`src/rtl/ledger_kv_store.sv`:
```
// ledger_kv_store: keyed balance ledger with a linear-scan lookup, debit/credit updates and a valid/ready handshake
module ledger_kv_store #(
  parameter int DEPTH = 8
) (
  input  logic                     tick_in,
  input  logic                     reset_n,
  input  logic                     req_valid,
  output logic                     req_ready,
  input  logic [1:0]               signal,
  input  logic [31:0]              key,
  input  logic                     transact_kind,
  input  logic [31:0]              transact_value,
  output logic                     resp_valid,
  input  logic                     resp_ready,
  output logic [1:0]               resp_status,
  output logic [31:0]              resp_balance,
  output logic [$clog2(DEPTH):0]   entry_count
);
  localparam int IW = $clog2(DEPTH);
  localparam logic [1:0] OK = 2'd0, REJ = 2'd1, FULL = 2'd2, NF = 2'd3;
  typedef enum logic [1:0] {IDLE, SEARCH, UPDATE, RESP} state_t;
  state_t state;
  logic [DEPTH-1:0] valid;
  logic [31:0] keys [DEPTH];
  logic [31:0] bals [DEPTH];
  logic [1:0] op;
  logic kind, hit, free, is_q, alloc, wr_en;
  logic [31:0] k, v, cur, bal;
  logic [32:0] sum;
  logic [IW-1:0] idx, hit_idx, free_idx, wr_idx;
  logic [1:0] st;
  assign req_ready = state == IDLE;
  assign resp_valid = state == RESP;
  assign cur = bals[hit_idx];
  assign sum = {1'b0, cur} + {1'b0, v};
  always_comb begin
    is_q = op == 2'd1;
    st = is_q ? (hit ? OK : NF)
       : !kind ? (!hit ? NF : (v > cur ? REJ : OK))
       : hit ? (sum[32] ? REJ : OK) : (free ? OK : FULL);
    bal = is_q ? (hit ? cur : 32'd0)
        : !kind ? (!hit ? 32'd0 : (v > cur ? cur : cur - v))
        : hit ? (sum[32] ? cur : sum[31:0]) : (free ? v : 32'd0);
    alloc = !is_q && kind && !hit && free;
    wr_en = !is_q && st == OK;
    wr_idx = hit ? hit_idx : free_idx;
  end
  always_ff @(posedge tick_in or negedge reset_n) begin
    if (!reset_n) begin
      state <= IDLE;
      valid <= '0;
      entry_count <= '0;
      resp_status <= OK;
      resp_balance <= '0;
      op <= '0;
      kind <= 1'b0;
      k <= '0;
      v <= '0;
      idx <= '0;
      hit <= 1'b0;
      free <= 1'b0;
      hit_idx <= '0;
      free_idx <= '0;
    end else begin
      case (state)
        IDLE: if (req_valid) begin
          op <= signal;
          kind <= transact_kind;
          k <= key;
          v <= transact_value;
          idx <= '0;
          hit <= 1'b0;
          free <= 1'b0;
          hit_idx <= '0;
          free_idx <= '0;
          if (signal == 2'd1 || signal == 2'd2) state <= SEARCH;
          else begin
            resp_status <= OK;
            resp_balance <= '0;
            state <= RESP;
          end
        end
        SEARCH: begin
          if (valid[idx] && keys[idx] == k && !hit) begin
            hit <= 1'b1;
            hit_idx <= idx;
          end
          if (!valid[idx] && !free) begin
            free <= 1'b1;
            free_idx <= idx;
          end
          idx <= idx + 1'b1;
          if (idx == IW'(DEPTH - 1)) state <= UPDATE;
        end
        UPDATE: begin
          resp_status <= st;
          resp_balance <= bal;
          if (alloc) begin
            valid[free_idx] <= 1'b1;
            entry_count <= entry_count + 1'b1;
          end
          state <= RESP;
        end
        RESP: if (resp_ready) state <= IDLE;
      endcase
    end
  end
  // Table payload needs no reset: valid bits alone define membership
  always_ff @(posedge tick_in) begin
    if (state == UPDATE && wr_en) begin
      keys[wr_idx] <= k;
      bals[wr_idx] <= bal;
    end
  end
endmodule

```
`config.mk`:
```
export PLATFORM = sky130hd
export DESIGN_NAME = ledger_kv_store
export DESIGN_NICKNAME = d
export VERILOG_FILES = /design/src/rtl/ledger_kv_store.sv
export SDC_FILE = /design/constraint.sdc
export NUM_CORES = 1
export LEC_CHECK = 0
export BUFFER_PORTS_ARGS = -buffer_cell sky130_fd_sc_hd__clkbuf_2
export CORE_MARGIN = 2
export CORE_UTILIZATION = 25
export DETAILED_ROUTE_END_ITERATION = 16
export MAX_ROUTING_LAYER = met4
export PLACE_DENSITY = 0.37
export SYNTH_ARGS = -nofsm -noshare
export SYNTH_HDL_FRONTEND = slang
export SYNTH_SLANG_ARGS = --single-unit
```
`constraint.sdc`:
```
create_clock -name tick_in -period 7.99 [get_ports tick_in]
set_input_delay 1.598 -clock tick_in [delete_from_list [all_inputs] [get_ports tick_in]]
set_output_delay 1.598 -clock tick_in [all_outputs]
set_load 0.005 [all_outputs]
```
### Yosys cells after proc, flatten, opt, wreduce, memory -nomap -nowiden

Memory sizes are Yosys's and may differ from the RTL's.
Index checks and enable logic that the tools add are counted.

| word-level totals | value |
|---|---|
| register bits | 126 |
| memories kept | 2 |
| output and inout bits | 40 |
| bits in writable memories | 512 |
| bits of input ports | 71 |

Memory list:

| name | depth | bits a word | read ports | clocked after memory_dff | write ports | line | source |
|---|---|---|---|---|---|---|---|
| bals | 8 | 32 | 1 | 0 | 1 | 25 | `logic [31:0] bals [DEPTH];` |
| keys | 8 | 32 | 1 | 0 | 1 | 24 | `logic [31:0] keys [DEPTH];` |

| cells by class | value |
|---|---|
| mux-type cells | 45 |
| $add $sub $neg | 4 |
| reduce and logical (&&, ||, !) cells | 25 |
| bitwise logic cells | 1 |
| eq/ne operators | 14 |
| order comparisons | 4 |

Operators by type and width:

| operator | count |
|---|---|
| 32-bit 2-to-1 mux | 10 |
| 32-bit case mux with 2 select lines | 1 |
| 32-bit by 32-bit adder with 33-bit output | 1 |
| 32-bit == test | 1 |
| 32-bit greater-than comparator | 1 |
| 32-bit subtractor | 1 |
| 2-bit 2-to-1 mux | 12 |
| 3-bit case mux with 2 select lines | 3 |
| 3-bit 2-to-1 mux | 4 |
| 3-bit AND reduction | 4 |
| 2-bit inequality test (second input constant) | 5 |
| 1-bit logical AND | 9 |
| 1-bit 2-to-1 mux | 9 |
| 3-bit by 4-bit less-than comparator with 1-bit output (second input constant) | 2 |
| 8-bit OR | 1 |
| 2-bit case mux with 4 select lines | 1 |
| 2-bit by 1-bit == test with 1-bit output (second input constant) | 3 |
| 2-bit == test (second input constant) | 3 |
| 2-bit AND reduction | 3 |
| 4-bit by 1-bit adder with 4-bit output (second input constant) | 1 |
| 1-bit logical NOT | 4 |
| 2-bit logical NOT | 2 |
| 1-bit case mux with 2 select lines | 2 |
| 2-bit case mux with 2 select lines | 1 |
| other kinds (8) | 9 |

### Logic depth before layout (Yosys ltp)

An unclocked memory read counts as a cell.

| logic depth | value |
|---|---|
| depth after elaboration | 11 |
| mapped depth | 22 |

### Worst setup path before layout

Ideal clock, no wire load.

| timing | value |
|---|---|
| path type | register to register |
| start point | reg hit_idx[0] |
| end point | mem bals[0][0] (enable) |
| arrival time | 7.243 ns |
| clock period less this slack | 7.729 ns |
| setup time | 0.486 ns |
| buffers on the path | 5 |
| required time | 7.504 ns |
| cell stages (with the launch flop) | 19 |
| setup slack | 0.261 ns |
| cells stage by stage | dfrtp_1 -> clkbuf_1 -> buf_1 -> buf_1 -> mux4_2 -> nand2_1 -> nand2_1 -> ha_1 -> clkbuf_1 -> o211ai_1 -> o21ai_1 -> o2111a_1 -> o2111a_1 -> nor3_1 -> nor2_1 -> clkbuf_1 -> o31a_1 -> nand2b_1 -> nor2_1 |

| on the way | value |
|---|---|
| cells in the longest elaborated chain, start to end | 11 |
| elaborated cells on any way between the ends | 15 |

Ends and longest elaborated chain:

| element | line | source |
|---|---|---|
| start: declaration | 30 | `logic [IW-1:0] idx, hit_idx, free_idx, wr_idx;` |
| start signal: assignment | 86 | `hit_idx <= idx;` |
| memory 8 x 32 bit | n/a |  |
| 32-bit by 32-bit adder with 33-bit output or 32-bit greater-than comparator (tied branches) | 35, 39 |  |
| 1-bit 2-to-1 mux, on equally long branches | 40, 39 |  |
| 2-bit 2-to-1 mux, on equally long branches | 40, 39 |  |
| 2-bit 2-to-1 mux | 39 | `: !kind ? (!hit ? NF : (v > cur ? REJ : OK))` |
| 2-bit 2-to-1 mux | 38 | `st = is_q ? (hit ? OK : NF)` |
| 2-bit logical NOT | 45 | `wr_en = !is_q && st == OK;` |
| 1-bit logical AND | 45 |  |
| 1-bit logical AND | 110 | `if (state == UPDATE && wr_en) begin` |
| 1-bit 2-to-1 mux | 110 |  |
| 1-bit 2-to-1 mux (implied by the code) | 112 | `bals[wr_idx] <= bal;` |
| end: declaration | 25 |  |

Parallel ways exist; a longest one is shown, timed or not.

### Worst setup path after layout

| timing | value |
|---|---|
| start point | reg hit_idx[0] |
| end point | reg resp_balance[29] |

| on the way | value |
|---|---|
| cells in the longest elaborated chain, start to end | 7 |
| elaborated cells on any way between the ends | 12 |

Ends and longest elaborated chain:

| element | line | source |
|---|---|---|
| memory 8 x 32 bit (*) | n/a |  |
| 32-bit subtractor (tied with other cells) | 42 | `: !kind ? (!hit ? 32'd0 : (v > cur ? cur : cur - v))` |
| 32-bit 2-to-1 mux, on equally long branches (2 in series) | 42, 43 |  |
| 32-bit 2-to-1 mux | 42 |  |
| 32-bit 2-to-1 mux (*) | 41 | `bal = is_q ? (hit ? cur : 32'd0)` |
| net bal[29] | 28 | `logic [31:0] k, v, cur, bal;` |
| 32-bit case mux with 2 select lines (*) | 65 | `case (state)` |
| end signal: assignment | 97 | `resp_balance <= bal;` |
| end: declaration | 16 | `output logic [31:0] resp_balance,` |

Mark *: on every way through the listed nets, which the timed path passes. The rest lies on a longest branch.
A chain may end at the register's enable or synchronous reset.

==> impl_results.md <==
- Vias in the first global route: 17898
- Die Wd: 344.1 um
- Total CTS buffers: 77
- Largest net degree at the start of global routing: 49
- Final Skew: around 0.029 ns
- Worst-path cell chain: buf_12 > mux4_2 > nand2_1 > nand2_1 > ha_1 > or3_1 > nor4_1 > and3_1 > a211oi_2 > a211oi_2 > or2_2 > nor4_1 > o41ai_1 > nand4_1 > a22o_1
- Final GP Congestion: approximately 0.85
- Fmax: 157.3 MHz
- Clk buf depth: 3
- Critical path endpoint category: register
- Post-DRT Antenna Nets: 0
- Vias per std cell: 4.800
- Critical path buffers and inverters: 1
- WP data arrival: 6.88 ns
- Placement Cell Area: approximately 31000 um^2
- Hold slack final: 0.4650 ns
- Status: finished, final reports clean
- Syn Nets: 2025
- Slew @ Worst Pin: roughly 1.2 ns
- Max Cap Viol: 0
- H-Tree Depth: 3
- CP max stage delay: 0.81 ns
- Final wirelength: 86330 um
- Total grt overflow: 0
- Post-route DRC: 0
- Detailed router's first-iteration violation count: 1164
- Vias post-DR: between 15000 and 20000
- Core Region: 114500 um^2
- Peak supply drop: 171.4 uV
- Slowest-stage cell, CP: dfrtp_4
- Slew headroom: 0.2174
- Leakage: 11.79 nW
- Synth top area cells: edfxtp_1 (53%), dfrtp_1 (11%), mux4_2 (10%)
- Skew-Pair Late Insertion Delay: 0.64 ns
- Finished Cell Area: 33860 um^2
- Port Buf Inserts: 110
- Cts hold-fix bufs: 0
- Sink Count: 638
- Area Growth Syn to Fin: 17.07%
- CTS tree: yes
- RSZ-0062 raised after global routing: false
- Post-synth top area cell: edfxtp_1
- Final number of max-transition violations: 0
- Distinct cells, synth: between 70 and 80
- Post_cts resized: 0
- # IOs: approximately 110
- Nets@finish: ~2100
- Pre-antenna DRT Iters: 6
- Die Height: 344.1 um
- Initial antenna violation count: 2
- FP Rows: 124
- CTS root buffer: clkbuf_16
- Ant diodes: 0
- CP delay by family, top: simple AND/OR/NAND/NOR gates
- GRT Overall Usage: 0.1506
- Total power: 15.52 mW
- Ys flop type: edfxtp_1
- First-pass GRT wire length: 126300 um
- Yosys top cell area share: 0.5316
- Post-layout util: 0.2957
- Hold Vio Cnt, Final: 0
- Die area: 118400 um^2
- Yosys warnings: 0
- Netlist Area Pre-Place: 28920 um^2
- Most frequent cell after synthesis: edfxtp_1
- Seq cells post-synth: 638
- Cells after Synth: roughly 1900
- Clock slew at reported path FFs: 0.06 ns
- Ys async rst share: 0.1975
- Initial Utilization: 0.2526
- Sequential share of the synthesized area: 0.6406
- Fin crit share: 0.7955
- Ratio of cells with drive above 1 in the final layout: 0.2441
- Final setup violation count: 0
- Number of flops mapped to enable cells by yosys: 512
- Crit Path Max Fanout: 30
- Pwr/cell area: about 460 nW/um^2
- Crit Path Category: register to register
- Postcts setup bufs: 0
- Total Neg Setup Slack: 0 ns
- Avg Cell Area, Syn: 15.38 um^2
- Setup crit start kind: register
- Worst hold path type: register to register
- DP HPWL: 55110 um
- Final critical-path required period: about 6.4 ns
- # fillers: 11430
- Commonest cells post-synth: edfxtp_1 (512), nand2_1 (153), mux4_2 (130)
- Critical Path RT: 8.52 ns
- WL/cell: 24.13 um
==> report_power, final <==
part           internal, mW  leakage, nW  switching [mW]  total (mW)
registers              4.54         6.23           0.628        5.17
clock network          2.02         1.22            1.42        3.45
logic                  2.55         4.34            4.35        6.90
==> worst paths after layout <==
check	endpoint	slack (ns)	cells after the start	start
max	resp_balance[29]	1.63	15	hit_idx[0]
min	entry_count[3]	0.46	1	entry_count[3]
max reg2reg	resp_balance[29]	1.63	15	hit_idx[0]
min reg2reg	entry_count[3]	0.46	1	entry_count[3]
max in group asynchronous	idx[0]	5.93	2	reset_n
min in group asynchronous	v[30]	0.86	1	reset_n
==> metal layers <==
metal  vias up  part of all wire  GRT usage
li1       7608                 -          -
met1      9007              0.46     0.1994
met2       437              0.47     0.2384
met3       119             0.043    0.02574
met4         0             0.022    0.04112
met5         -                 0          -
==> through the flow <==
stage                     setup slack, ns  std cells
after floorplan                    0.2608       1881
after global placement              1.564       3434
after detailed placement            1.568       3434
after CTS                           1.564       3577
after global routing                1.269       3577
final                               1.634       3577
==> layout by cell type, fill, tap and decap left out, types with 15 or more instances in the layout <==
master     Yosys  final
edfxtp_1     512    512
nand2_1      153    152
mux4_2       130    130
dfrtp_1      126    121
clkbuf_2       0    109
a21oi_1       80     80
clkbuf_16      0     78
inv_1         77     77
ha_1          71     71
mux2_2        70     70
xnor2_1       60     60
nor2_1        66     55
mux2i_1       43     43
o21ai_0       38     38
buf_4          6     35
a22o_1        27     27
clkbuf_1      53     22
nor3_1        20     20
nand3_1       16     16
a221o_1       15     15
clkinv_2       0     15
==> worst register-to-register path: cells and delay by family (launching register included) <==
family | cells | cell delay, ns
AND/OR/NAND/NOR | 8 | 2.80
AO/OA/AOI/OAI | 4 | 1.22
flip-flops | 1 | 0.81
multiplexers | 1 | 0.60
adder cells (fa/ha/maj) | 1 | 0.47
buffers and inverters | 1 | 0.36
==> registers in the layout, summed over array words and instances (netlist names), 2 cells and up <==
register      flops
bals            256
keys            256
k                32
resp_balance     32
v                32
valid             8
entry_count       4
free_idx          3
hit_idx           3
idx               3
op                2
resp_status       2
state             2
==> cells by family after synthesis <==
kind of cell,count (synthesis),share of synthesized area
AND/OR/NAND/NOR,327,0.05169
flip-flops,638,0.6406
AO/OA/AOI/OAI,343,0.08448
buffers and inverters,191,0.02781
adder cells (fa/ha/maj),73,0.03210
XOR/XNOR,66,0.01999
multiplexers,243,0.1434
==> layout make-up <==
class / count / area, um^2 / share of cell area
Sequential cell: 638 / 18540 / 0.5475
Multi-Input combinational cell: 1052 / 9694 / 0.2863
Clock buffer: 105 / 2103 / 0.06212
Tap cell: 1512 / 1892 / 0.05587
Timing Repair Buffer: 151 / 939.7 / 0.02775
Clock inverter: 38 / 387.9 / 0.01146
Inverter: 81 / 304.0 / 0.008979
Power figures use the tool's default switching activity.
